### config.mk
export PLATFORM = sky130hd
export DESIGN_NAME = axi_burst_writer
export DESIGN_NICKNAME = d
export VERILOG_FILES = /design/src/rtl/axi_wr_pkg.sv /design/src/rtl/axi_wr_addr_gen.sv /design/src/rtl/axi_burst_writer.sv
export SDC_FILE = /design/constraint.sdc
export NUM_CORES = 1
export LEC_CHECK = 0
export CAP_MARGIN = 20
export CORE_MARGIN = 2
export CORE_UTILIZATION = 30
export CTS_CLUSTER_SIZE = 14
export DETAILED_ROUTE_END_ITERATION = 7
export PLACE_DENSITY = 0.68
export SETUP_SLACK_MARGIN = 0.3
export SYNTH_ARGS = -nofsm -noshare
export SYNTH_HDL_FRONTEND = slang
export SYNTH_SLANG_ARGS = --single-unit
### constraint.sdc
create_clock -name m_axi_aclk -period 5.1 [get_ports m_axi_aclk]
set_input_delay 1.02 -clock m_axi_aclk [delete_from_list [all_inputs] [get_ports m_axi_aclk]]
set_output_delay 1.02 -clock m_axi_aclk [all_outputs]
set_load 0.02 [all_outputs]
### src/rtl/axi_wr_pkg.sv
// Shared types and constants for the AXI4 burst write master.
// Used by axi_burst_writer and axi_wr_addr_gen.
package axi_wr_pkg;

   typedef enum logic [2:0] {
      IDLE,
      WR_ADDR,
      WR_DATA,
      WR_RESP,
      DONE
   } wr_state_e;

   localparam logic [1:0] BURST_INCR      = 2'b01;
   localparam logic [1:0] RESP_OKAY       = 2'b00;
   localparam logic [3:0] AWCACHE_DEFAULT = 4'd3;

   function automatic int clog2(input int value);
      int r;
      r = 0;
      for (int i = 0; i < 31; i++) begin
         if ((1 << i) < value) begin
            r = i + 1;
         end
      end
      return r;
   endfunction

endpackage

### src/rtl/axi_wr_addr_gen.sv
// Burst address register: steps by one burst, wraps at the region end
// and reloads the base address after a frame's final burst.
module axi_wr_addr_gen
   import axi_wr_pkg::*;
#(
   parameter int                    ADDR_WIDTH   = 32,
   parameter logic [ADDR_WIDTH-1:0] BASE_ADDR    = '0,
   parameter int                    STEP_BYTES   = 512,
   parameter int                    REGION_BYTES = 65536
) (
   input  logic                  clk,
   input  logic                  rst,
   input  logic                  step,
   input  logic                  frame_end,
   output logic [ADDR_WIDTH-1:0] addr
);

   localparam logic [ADDR_WIDTH-1:0] STEP  = ADDR_WIDTH'(STEP_BYTES);
   localparam logic [ADDR_WIDTH-1:0] LIMIT =
      BASE_ADDR + ADDR_WIDTH'(REGION_BYTES);

   logic [ADDR_WIDTH-1:0] addr_q;
   logic [ADDR_WIDTH-1:0] addr_d;
   logic [ADDR_WIDTH-1:0] addr_inc;

   always_comb begin
      addr_inc = addr_q + STEP;
      addr_d   = addr_q;
      if (step) begin
         if (frame_end || (addr_inc == LIMIT)) begin
            addr_d = BASE_ADDR;
         end else begin
            addr_d = addr_inc;
         end
      end
   end

   always_ff @(posedge clk) begin
      if (rst) begin
         addr_q <= BASE_ADDR;
      end else begin
         addr_q <= addr_d;
      end
   end

   assign addr = addr_q;

endmodule

### src/rtl/axi_burst_writer.sv
// AXI4 write master: streams frames to memory as fixed-length INCR bursts.
// Define AXI_WR_BRESP_CHK_EN to latch non-OKAY write responses on o_wr_err.
module axi_burst_writer
   import axi_wr_pkg::*;
#(
   parameter int                    ADDR_WIDTH   = 32,
   parameter int                    DATA_WIDTH   = 64,
   parameter int                    AW_LEN       = 64,
   parameter logic [ADDR_WIDTH-1:0] BASE_ADDR    = '0,
   parameter int                    REGION_BYTES = 65536
) (
   input  logic                    m_axi_aclk,
   input  logic                    m_axi_areset,
   input  logic                    S_WR_tvalid,
   output logic                    S_WR_tready,
   input  logic [DATA_WIDTH-1:0]   S_WR_tdata,
   input  logic                    S_WR_tlast,
   output logic [ADDR_WIDTH-1:0]   m_axi_awaddr,
   output logic [7:0]              m_axi_awlen,
   output logic [2:0]              m_axi_awsize,
   output logic [1:0]              m_axi_awburst,
   output logic                    m_axi_awid,
   output logic                    m_axi_awlock,
   output logic [3:0]              m_axi_awcache,
   output logic [2:0]              m_axi_awprot,
   output logic [3:0]              m_axi_awqos,
   output logic                    m_axi_awvalid,
   input  logic                    m_axi_awready,
   output logic [DATA_WIDTH-1:0]   m_axi_wdata,
   output logic [DATA_WIDTH/8-1:0] m_axi_wstrb,
   output logic                    m_axi_wlast,
   output logic                    m_axi_wvalid,
   input  logic                    m_axi_wready,
   input  logic [1:0]              m_axi_bresp,
   input  logic                    m_axi_bvalid,
   output logic                    m_axi_bready,
   output logic                    o_wr_done,
   output logic                    o_frame_done,
   output logic                    o_wr_err
);

   localparam int         STRB_W     = DATA_WIDTH / 8;
   localparam int         STEP_BYTES = AW_LEN * STRB_W;
   localparam logic [7:0] LAST_BEAT  = 8'(AW_LEN - 1);

   wr_state_e  state_q, state_d;
   logic       awvalid_q, awvalid_d;
   logic       bready_q, bready_d;
   logic       done_q, done_d;
   logic       fdone_q, fdone_d;
   logic       pad_q, pad_d;
   logic       fend_q, fend_d;
   logic [7:0] cnt_q, cnt_d;
   logic       step;
   logic       in_data;
   logic       pass;
   logic       last_beat;
   logic       w_hs;

   assign in_data   = (state_q == WR_DATA);
   assign pass      = in_data && !pad_q;
   assign last_beat = (cnt_q == LAST_BEAT);

   // Pass-through data path; padding beats keep wvalid up but carry no bytes.
   assign m_axi_wvalid = in_data && (pad_q || S_WR_tvalid);
   assign m_axi_wdata  = pass ? S_WR_tdata : '0;
   assign m_axi_wstrb  = {STRB_W{pass}};
   assign m_axi_wlast  = in_data && last_beat;
   assign S_WR_tready  = pass && m_axi_wready;
   assign w_hs         = m_axi_wvalid && m_axi_wready;

   always_comb begin
      state_d   = state_q;
      awvalid_d = awvalid_q;
      bready_d  = bready_q;
      done_d    = 1'b0;
      fdone_d   = 1'b0;
      pad_d     = pad_q;
      fend_d    = fend_q;
      cnt_d     = cnt_q;
      step      = 1'b0;
      unique case (state_q)
         IDLE: begin
            if (S_WR_tvalid) begin
               state_d   = WR_ADDR;
               awvalid_d = 1'b1;
            end
         end
         WR_ADDR: begin
            if (m_axi_awready) begin
               state_d   = WR_DATA;
               awvalid_d = 1'b0;
            end
         end
         WR_DATA: begin
            if (w_hs) begin
               cnt_d = cnt_q + 8'd1;
               if (!pad_q && S_WR_tlast) begin
                  fend_d = 1'b1;
                  pad_d  = !last_beat;
               end
               if (last_beat) begin
                  cnt_d    = '0;
                  state_d  = WR_RESP;
                  bready_d = 1'b1;
               end
            end
         end
         WR_RESP: begin
            if (m_axi_bvalid) begin
               state_d  = DONE;
               bready_d = 1'b0;
               done_d   = 1'b1;
               fdone_d  = fend_q;
               step     = 1'b1;
            end
         end
         DONE: begin
            state_d = IDLE;
            pad_d   = 1'b0;
            fend_d  = 1'b0;
         end
         default: begin
            state_d = IDLE;
         end
      endcase
   end

   always_ff @(posedge m_axi_aclk) begin
      if (m_axi_areset) begin
         state_q   <= IDLE;
         awvalid_q <= 1'b0;
         bready_q  <= 1'b0;
         done_q    <= 1'b0;
         fdone_q   <= 1'b0;
         pad_q     <= 1'b0;
         fend_q    <= 1'b0;
         cnt_q     <= '0;
      end else begin
         state_q   <= state_d;
         awvalid_q <= awvalid_d;
         bready_q  <= bready_d;
         done_q    <= done_d;
         fdone_q   <= fdone_d;
         pad_q     <= pad_d;
         fend_q    <= fend_d;
         cnt_q     <= cnt_d;
      end
   end

   axi_wr_addr_gen #(
      .ADDR_WIDTH   (ADDR_WIDTH),
      .BASE_ADDR    (BASE_ADDR),
      .STEP_BYTES   (STEP_BYTES),
      .REGION_BYTES (REGION_BYTES)
   ) u_addr_gen (
      .clk       (m_axi_aclk),
      .rst       (m_axi_areset),
      .step      (step),
      .frame_end (fend_q),
      .addr      (m_axi_awaddr)
   );

`ifdef AXI_WR_BRESP_CHK_EN
   logic err_q, err_d;

   always_comb begin
      err_d = err_q;
      if ((state_q == WR_RESP) && m_axi_bvalid &&
          (m_axi_bresp != RESP_OKAY)) begin
         err_d = 1'b1;
      end
   end

   always_ff @(posedge m_axi_aclk) begin
      if (m_axi_areset) begin
         err_q <= 1'b0;
      end else begin
         err_q <= err_d;
      end
   end

   assign o_wr_err = err_q;
`else
   logic unused_bresp;
   assign unused_bresp = ^m_axi_bresp;
   assign o_wr_err     = 1'b0;
`endif

   assign m_axi_awvalid = awvalid_q;
   assign m_axi_bready  = bready_q;
   assign o_wr_done     = done_q;
   assign o_frame_done  = fdone_q;
   assign m_axi_awlen   = LAST_BEAT;
   assign m_axi_awsize  = 3'(clog2(STRB_W));
   assign m_axi_awburst = BURST_INCR;
   assign m_axi_awid    = 1'b0;
   assign m_axi_awlock  = 1'b0;
   assign m_axi_awcache = AWCACHE_DEFAULT;
   assign m_axi_awprot  = 3'd0;
   assign m_axi_awqos   = 4'd0;

endmodule

After elaboration in Yosys (flattened, before gate mapping)

Index checks and enable logic that the tools add are counted.
Widths: inputs -> output; s select.

$add $sub $neg: 2
Eq/ne operators: 12
Muxes and demuxes: 24
Bitwise operators: 2
Reduce and logical (&&, ||, !) cells: 20

Operators by type and width:

| cell                   | number |
|---|---|
| $mux 64                | 1 |
| $add 32x10->32 const B | 1 |
| $eq 32x17->1 const B   | 1 |
| $mux 32                | 1 |
| $mux 3                 | 5 |
| $pmux 3 s4             | 1 |
| $mux 1                 | 11 |
| $add 8x1->8 const B    | 1 |
| $eq 8x6->1 const B     | 1 |
| $mux 8                 | 1 |
| $pmux 1 s2             | 4 |
| $eq 3x2->1 const B     | 2 |
| $logic_and 1x1->1      | 6 |
| $ne 2x1->1 const B     | 3 |
| $ne 2x2->1 const B     | 3 |
| $reduce_and 3->1       | 2 |
| $reduce_bool 2->1      | 3 |
| $reduce_and 5->1       | 1 |
| $reduce_and 4->1       | 1 |
| $eq 3x1->1 const B     | 1 |
| $eq 3x3->1 const B     | 1 |
| $logic_not 3->1        | 1 |
| $reduce_or 3->1        | 1 |
| $logic_not 1->1        | 2 |
| 3 further kinds        | 5 |

Register bits: 49
Input port bits: 73
Output and inout port bits: 138
Word-level logic and storage cells: 69

Longest topological paths before layout

Gate-level depths: netlist (run 1).

Word-level depth: 5
Depth in mapped cells: 10
Gate-level depth less buffers: 9

Cells and area by module

From an unflattened synthesis (run 1), not the netlist that was laid out.

Cells, all modules: 433
Area, all modules: 3,265.6 µm²

By module, submodules not included:

| module           | times used | cells each | area an instance (µm²) | sequential area each (µm²) |
|---|---|---|---|---|
| axi_wr_addr_gen  | 1          | 237        | 1,773.0                | 460.4 |
| axi_burst_writer | 1          | 196        | 1,492.7                | 340.3 |

Worst setup path after synthesis (run 1)

OpenSTA, ideal clock, no wires.

Path type: reg-to-reg
Start: reg u_addr_gen.addr_q[10], in the netlist u_addr_gen.addr[10]
End: reg u_addr_gen.addr_q[26], in the netlist u_addr_gen.addr[26]
Library setup time: 116 ps
Data arrival time: 2,791 ps
Required time: 4,984 ps
Path slack: 2,193 ps
Stages on the path, launching flop included: 11
Buffers on the path: 1
Period minus slack after synthesis: 2,907 ps
Path through: dfxtp_1 > ha_1 > nand3_1 > clkbuf_1 > nor4_1 > mux2i_1 > nand4_2 > or4_1 > nand2_1 > a311oi_1 > a41o_1

Cells in the longest elaborated chain, start to end: 4

Ends and longest elaborated chain:

| what                     | RTL line              | text |
|---|---|---|
| start: declaration       | axi_wr_addr_gen.sv:22 | `logic [ADDR_WIDTH-1:0] addr_q;` |
| start signal: assignment | axi_wr_addr_gen.sv:42 | `addr_q <= addr_d;` |
| $add 32x10->32 *         | axi_wr_addr_gen.sv:27 | `addr_inc = addr_q + STEP;` |
| $eq 32x17->1             | axi_wr_addr_gen.sv:30 | `if (frame_end \|\| (addr_inc == LIMIT)) begin` |
| $logic_or 1x1->1         | axi_wr_addr_gen.sv:30 |  |
| $mux 32 *                | axi_wr_addr_gen.sv:30 |  |

Every way passes the cells marked *; elsewhere a longest branch is shown, timed or not.
A chain may end at the register's enable or synchronous reset.

Worst setup path in the final report (run 1)

Start: in S_WR_tvalid
End: out m_axi_wvalid

Cells in the longest elaborated chain, start to end: 2

Ends and longest elaborated chain:

| what               | RTL line               | text |
|---|---|---|
| start: declaration | axi_burst_writer.sv:14 | `input logic S_WR_tvalid,` |
| $logic_or 1x1->1   | axi_burst_writer.sv:65 | `assign m_axi_wvalid = in_data && (pad_q \|\| S_WR_tvalid);` |
| $logic_and 1x1->1  | axi_burst_writer.sv:65 |  |
| end: declaration   | axi_burst_writer.sv:32 | `output logic m_axi_wvalid,` |

Every way passes these cells.

==> results of run 1 <==
stage by stage:
step                      total power [W]   util  instances  area [µm²]  hold slack [ns]
after floorplan                  0.000459      -        470        3450            0.471
after global placement           0.000551  0.450        715        4880            0.484
after detailed placement         0.000553  0.450        715        4880            0.506
after CTS                        0.000821  0.460        723        4990            0.521
after global routing             0.000850  0.460        723        4990            0.554
final                            0.000811  0.460        723        4990            0.511
flip-flops by register name (all words and copies together) (netlist names):
signal           count
o_frame_done         1
fend_q               1
m_axi_bready         1
state_q              3
pad_q                1
o_wr_done            1
cnt_q                8
m_axi_awvalid        1
u_addr_gen.addr     23
cells by family after synthesis:
family,count (synthesis),share of synthesized area
AND/OR/NAND/NOR,221,0.380
buffers and inverters,79,0.161
AO/OA/AOI/OAI,69,0.145
flip-flops,40,0.241
XOR/XNOR,16,0.0422
multiplexers,7,0.0215
adder cells (fa/ha/maj),2,0.00753
other,2,0.00226
cells in the final DEF (no fill, tap or decap), drive strengths merged, types with 10 or more instances in the layout:
| cell type | n |
|---|---|
| a21oi | 26 |
| dfxtp | 40 |
| nand3 | 15 |
| and2 | 67 |
| o21ai | 15 |
| nor3 | 15 |
| nand2 | 27 |
| clkdlybuf4s50 | 172 |
| nand4 | 16 |
| xor2 | 10 |
| nor2 | 39 |
| conb | 36 |
worst max-delay path, stage by stage:
cell and delay (ns):
clkdlybuf4s50_1 0.52, nor2_1 0.06, nor3_1 0.28, clkdlybuf4s50_1 0.67
layer usage:
layer  vias up  wire length, µm  GRT usage
met5         -                0          0
met4         0              108     0.0353
met3        10              979     0.0502
met2       154             6070      0.344
met1      1649             4110      0.196
li1       1715                -          -
power by group through the flow:
stage                     Clock (W)  Combinational (W)  Sequential (W)
final                      0.000268           0.000220        0.000324
after global routing       0.000290           0.000235        0.000325
after floorplan                   0           0.000129        0.000331
after CTS                  0.000275           0.000222        0.000324
after global placement            0           0.000220        0.000331
after detailed placement          0           0.000222        0.000331
layout make-up:
cell class | count | area (µm²) | share of cell area
repair buffers | 176 | 1750 | 0.351
multi-input cells | 351 | 2120 | 0.425
inverters | 8 | 30.0 | 0.00602
clock buffers | 5 | 68.8 | 0.0138
well taps | 140 | 175 | 0.0351
flip-flops and latches | 40 | 801 | 0.161
clock inverters | 3 | 42.5 | 0.00853
worst max path at each step:
| stage | end | depth (start not counted) | startpoint | slack, ns |
|---|---|---|---|---|
| 5_1_grt | u_addr_gen.addr[28] | 9 | u_addr_gen.addr[9] | 1.38 |
| 4_1_cts | m_axi_wvalid | 4 | S_WR_tvalid | 1.46 |
| 2_1_floorplan | u_addr_gen.addr[26] | 10 | u_addr_gen.addr[10] | 2.19 |
| 3_5_place_dp | m_axi_wvalid | 4 | S_WR_tvalid | 1.46 |
| 6_report | m_axi_wvalid | 4 | S_WR_tvalid | 1.52 |
| 3_3_place_gp | m_axi_wvalid | 4 | S_WR_tvalid | 1.48 |
==> out/results.txt, run 1 <==
Run status = complete, no violations
Worst Tran Pin Value = 0.719 ns
Number of flops mapped to enable cells by yosys = 0
Largest net degree at the start of global routing = 74
Core area = 0.0108 mm²
Switching share of power = 0.296
Worst EP required = 4.08 ns
Max FO, Critical Path = 3
CTS-repair resized insts = 0
IO Count = 211
Max clock buf depth = 2
WS Path Type = in2out
# clock sinks = 40
HP Start = m_axi_bready
DIE HEIGHT = 109 µm
Avg Vias per Cell = 4.88
Most instantiated cells after synthesis = and2_1, buf_4, dfxtp_1
Crit path DAT = 2.56 ns
Starting density of the core = 0.307
Worst R2R Setup Slack = 1.55 ns
# Max-Cap Violations = 0
Cell variety after synth = 54
Clock H-tree levels = 2
Avg Inst Size Synth = 7.62 µm²
HP Class = reg2reg
CP endpoint kind = output port
Int Pwr = 0.000572 W
Top post-synthesis cells by area = dfxtp_1, and2_1, buf_4
Global-route wire length before repair = 16700 µm
Postcts setup bufs = 0
Fill cells = 1103
Cell with the most instances after synthesis = and2_1
Full die area = 0.0119 mm²
Clock skew = 0.00721 ns
Clock power share = 0.330
PD cells = 163 mW/mm²
Row count = 38
CTS Buf Count = 5
Switching Power = 0.000240 W
Seq pwr share = 0.399
Worst Setup Start Kind = input port
# diodes = 0
Syn. warnings = 0
Reg2Reg Depth = 8
Routed WL = 11300 µm
Final hold vios = 0
Mapped Cells = 436
GPL Wtd Cong = 0.877
Hold path depth = 2
Total GRT Usage = 0.180
Vias in the first global route = 3246
Sequential share of the synthesized area = 0.241
Final worst slack = 1.52 ns
Ys async rst share = 0
F_max = 280 MHz
Hold EP = m_axi_bready
Initial antenna violation count = 0
Final TNS setup = 0 ns
Drt first pass iters = 4
CTS root buf = clkbuf_8
Comb power frac = 0.271
HPWL Detailed = 9060 µm
R2r endpoint = u_addr_gen.addr[28]
Pre-CTS setup slack = 1.46 ns
Final Setup Violations = 0
# hold bufs at CTS = 0
Port bufs = 172
Synth Register Bits = 40
Cell leakage power = 1.86 nW
Post-route ant nets = 0
Detailed-route wire length per cell = 15.6 µm
Yosys top cell by area = dfxtp_1
Die X-Extent = 109 µm
Worst-Skew Late Latency = 0.30 ns
Count of pins over their slew limit = 0
Worst slew margin = 0.516
Remaining DRCs = 0
Top-area cell type share of the netlist area = 0.241
Peak VDD IR = 96.2 µV
Vias = 3528
CTS tree = yes
Cell Area, Synth = 0.00332 mm²
Worst-path clk slew = 0.08 ns
Post-route minimum period = 3.58 ns
Grt total ovfl = 0
Area delta synth->final = 50.1%
NumNets Final = 657
RSZ-0062 raised after global routing = no
Critical R2R Launch = u_addr_gen.addr[13]
First-iteration detailed-routing DRC count = 175
Most used flip-flop cell after synthesis = dfxtp_1
Crit share post-route = 0.701
Layout cells sized above 1 = 0.0566
Note: power is estimated with default switching activity, not from simulation.
==> run 2, diff against run 1 <==
--- a/config.mk
+++ b/config.mk
@@ -10,7 +10,7 @@
 export CORE_UTILIZATION = 30
 export CTS_CLUSTER_SIZE = 14
 export DETAILED_ROUTE_END_ITERATION = 7
-export PLACE_DENSITY = 0.68
+export PLACE_DENSITY = 0.71
 export SETUP_SLACK_MARGIN = 0.3
 export SYNTH_ARGS = -nofsm -noshare
 export SYNTH_HDL_FRONTEND = slang
==> constraint.sdc (replaced) <==
create_clock -name m_axi_aclk -period 3.1 [get_ports m_axi_aclk]
set_input_delay 0.62 -clock m_axi_aclk [delete_from_list [all_inputs] [get_ports m_axi_aclk]]
set_output_delay 0.62 -clock m_axi_aclk [all_outputs]
set_load 0.02 [all_outputs]
==> run 2 against run 1 <==
  * Combinational power up 68%
  * Clock skew up 0.0098 ns
  * Utilization up 3.9 points
  * Worst hold slack better by 0.0025 ns
  * Critical path type is now reg2out
  * Power up 67%
  * First-iteration DRC count down 2.9%
  * Wire length up 3.1%
  * Flip-flop and latch count unchanged
  * Sequential power up 64%
==> out/results.txt, run 2 (synthesis results as in run 1) <==
Final Setup Violations = 0 (unchanged)
WS Path Type = reg2out (was in2out)
GPL Wtd Cong = 0.897 (was 0.877)
Global-route wire length before repair = 17200 µm (was 16700 µm)
Routed WL = 11600 µm (was 11300 µm)
Slowest CP cell = clkdlybuf4s50_1 (unchanged)
Die X-Extent = 109 µm (unchanged)
F_max = 369 MHz
CP bufs+invs = 2 (unchanged)
Layout cells sized above 1 = 0.129 (was 0.0566)
Count of pins over their slew limit = 0 (unchanged)
Run status = complete, no violations (unchanged)
Avg Vias per Cell = 4.81 (was 4.88)
Post-route minimum period = 2.71 ns
Full die area = 0.0119 mm² (unchanged)
Vias = 3575 (was 3528)
# diodes = 0 (unchanged)
Final hold vios = 0 (unchanged)
GRT Max-Usage Layer = met2 (unchanged)
M2 GR Usage = 0.343 (was 0.344)
Overall power = 0.00136 W (was 0.000811 W)
Worst-path cell chain = nand2b_2 -> nor3_4 -> buf_12 -> clkdlybuf4s50_1 (was clkdlybuf4s50_1 -> nor2_1 -> nor3_1 -> clkdlybuf4s50_1)
Final worst slack = 0.388 ns (was 1.52 ns)
First-iteration detailed-routing DRC count = 170 (was 175)
Critical R2R Launch = u_addr_gen.addr[11] (was u_addr_gen.addr[13])
Remaining DRCs = 0 (unchanged)
Final TNS setup = 0 ns (unchanged)
Worst path depth = 4 (unchanged)
Commonest cells after routing, fill and taps aside = clkdlybuf4s50_1, and2_1, dlymetal6s2s_1, nor2_1, conb_1 (was clkdlybuf4s50_1, and2_1, dfxtp_1, nor2_1, conb_1)
Cell leakage power = 3.09 nW (was 1.86 nW)
Max reg flops = 23 (unchanged)
Initial antenna violation count = 0 (unchanged)
Met3 Use GR = 0.0622 (was 0.0502)
Grt total ovfl = 0 (unchanged)
Crit share post-route = 0.875
HP Class = reg2reg (unchanged)
Max stage delay on crit path = 0.64 ns (was 0.67 ns)
HPWL Detailed = 9140 µm (was 9060 µm)
Pre-CTS setup slack = 0.255 ns (was 1.46 ns)
Post-route ant nets = 0 (unchanged)
HP Start = m_axi_bready (unchanged)
Port bufs = 172 (unchanged)
Commonest non-fill, non-tap cell in the layout = clkdlybuf4s50_1 (unchanged)
CTS root buf = clkbuf_8 (unchanged)
Hold path depth = 2 (unchanged)
CTS tree = yes (unchanged)
CTS Buf Count = 5 (unchanged)
Total GRT Usage = 0.184 (was 0.180)
IO Count = 211 (unchanged)
Detailed-route wire length per cell = 15.6 µm (about the same)
Max clock buf depth = 2 (unchanged)
Worst-path clk slew = 0.10 ns (was 0.08 ns)
Finished Core Util = 0.500 (was 0.460)
Clock H-tree levels = 2 (unchanged)
Worst-Skew Late Latency = 0.30 ns (about the same)
Area delta synth->final = 62.9% (was 50.1%)
Worst Setup Start Kind = register (was input port)
Clock skew = 0.0170 ns (was 0.00721 ns)
Worst EP required = 2.48 ns (was 4.08 ns)
Drt first pass iters = 4 (unchanged)
Core area = 0.0108 mm² (unchanged)
Fill cells = 1034 (was 1103)
# clock sinks = 40 (unchanged)
CP top delay family = buffers and inverters (unchanged)
PD cells = 250 mW/mm² (was 163 mW/mm²)
Reg2Reg Depth = 8 (unchanged)
# Max-Cap Violations = 0 (unchanged)
DIE HEIGHT = 109 µm (unchanged)
R2r endpoint = u_addr_gen.addr[26] (was u_addr_gen.addr[28])
Hold EP = m_axi_bready (unchanged)
RSZ-0062 raised after global routing = no (unchanged)
# hold bufs at CTS = 0 (unchanged)
Peak VDD IR = 153 µV (was 96.2 µV)
Max FO, Critical Path = 36 (was 3)
Vias in the first global route = 3341 (was 3246)
Crit path DAT = 2.09 ns (was 2.56 ns)
Worst R2R Setup Slack = 0.40 ns (was 1.55 ns)
Largest net degree at the start of global routing = 74 (unchanged)
Row count = 38 (unchanged)
GR Util met1 = 0.196 (about the same)
Starting density of the core = 0.307 (unchanged)
CP endpoint kind = output port (unchanged)
NumNets Final = 678 (was 657)
## run 2: cell count changes in the layout (fill, tap and decap cells not counted), sizes merged
cell / previous run / this run
clkdlybuf4s50: 172 / 105
dlymetal6s2s: 0 / 59
buf: 4 / 24
dlygate4sd2: 0 / 8
clkbuf: 5 / 6
clkinv: 1 / 0
inv: 8 / 9
## run 2: tightest hold or removal path: stages (launching register included)
cell and delay, ns:
dfxtp_1 0.34, nor2_1 0.10, nor2_1 0.04
## run 2: per-layer routing
metal / part of all wire / vias up / wire length [µm]
met5: 0 / - / 0
met4: 0.020 / 0 / 237
met3: 0.094 / 17 / 1090
met2: 0.53 / 154 / 6100
met1: 0.36 / 1650 / 4180
li1: - / 1754 / -
## run 2: cell type report
class                      instances  area [µm²]  area share
clock inverter                     3        46.3     0.00855
tap                              140         175      0.0323
inverter                           8        30.0     0.00555
multi-input combinational        351        2190       0.405
clock buffer                       5        68.8      0.0127
timing repair buffer             197        2080       0.384
sequential                        40         821       0.152
## run 2: power breakdown
part	internal (W)	switching (W)	total, W
registers	0.000520	0.0000125	0.000532
logic	0.000184	0.000185	0.000369
clock network	0.000243	0.000211	0.000454
total	0.000946	0.000409	0.00136
## run 2: metrics by stage
stage	hold WS, ns	cell area (µm²)	std cells
4_1_cts	0.522	5120	736
3_5_place_dp	0.507	4990	728
5_1_grt	0.556	5420	744
2_1_floorplan	0.471	3450	470
3_3_place_gp	0.485	4990	728
6_report	0.513	5420	744
## run 2: repair_timing
item | in CTS | in global routing
hold endpoints to repair | 0 | 0
setup endpoints to repair | 69 | 78
cloned | 0 | 1
pin swaps | 0 | 8
resized for setup | 15 | 84
buffers inserted | 0 | 7
## run 2: how the worst max path moves through the flow
| stage | from | to |
|---|---|---|
| finish | state_q[2] | m_axi_wstrb[6] |
| global route | u_addr_gen.addr[27] | u_addr_gen.addr[26] |
| CTS | state_q[1] | m_axi_wdata[12] |
| detailed placement | u_addr_gen.addr[14] | u_addr_gen.addr[26] |
| global placement | S_WR_tvalid | m_axi_wvalid |
| floorplan | u_addr_gen.addr[9] | u_addr_gen.addr[26] |
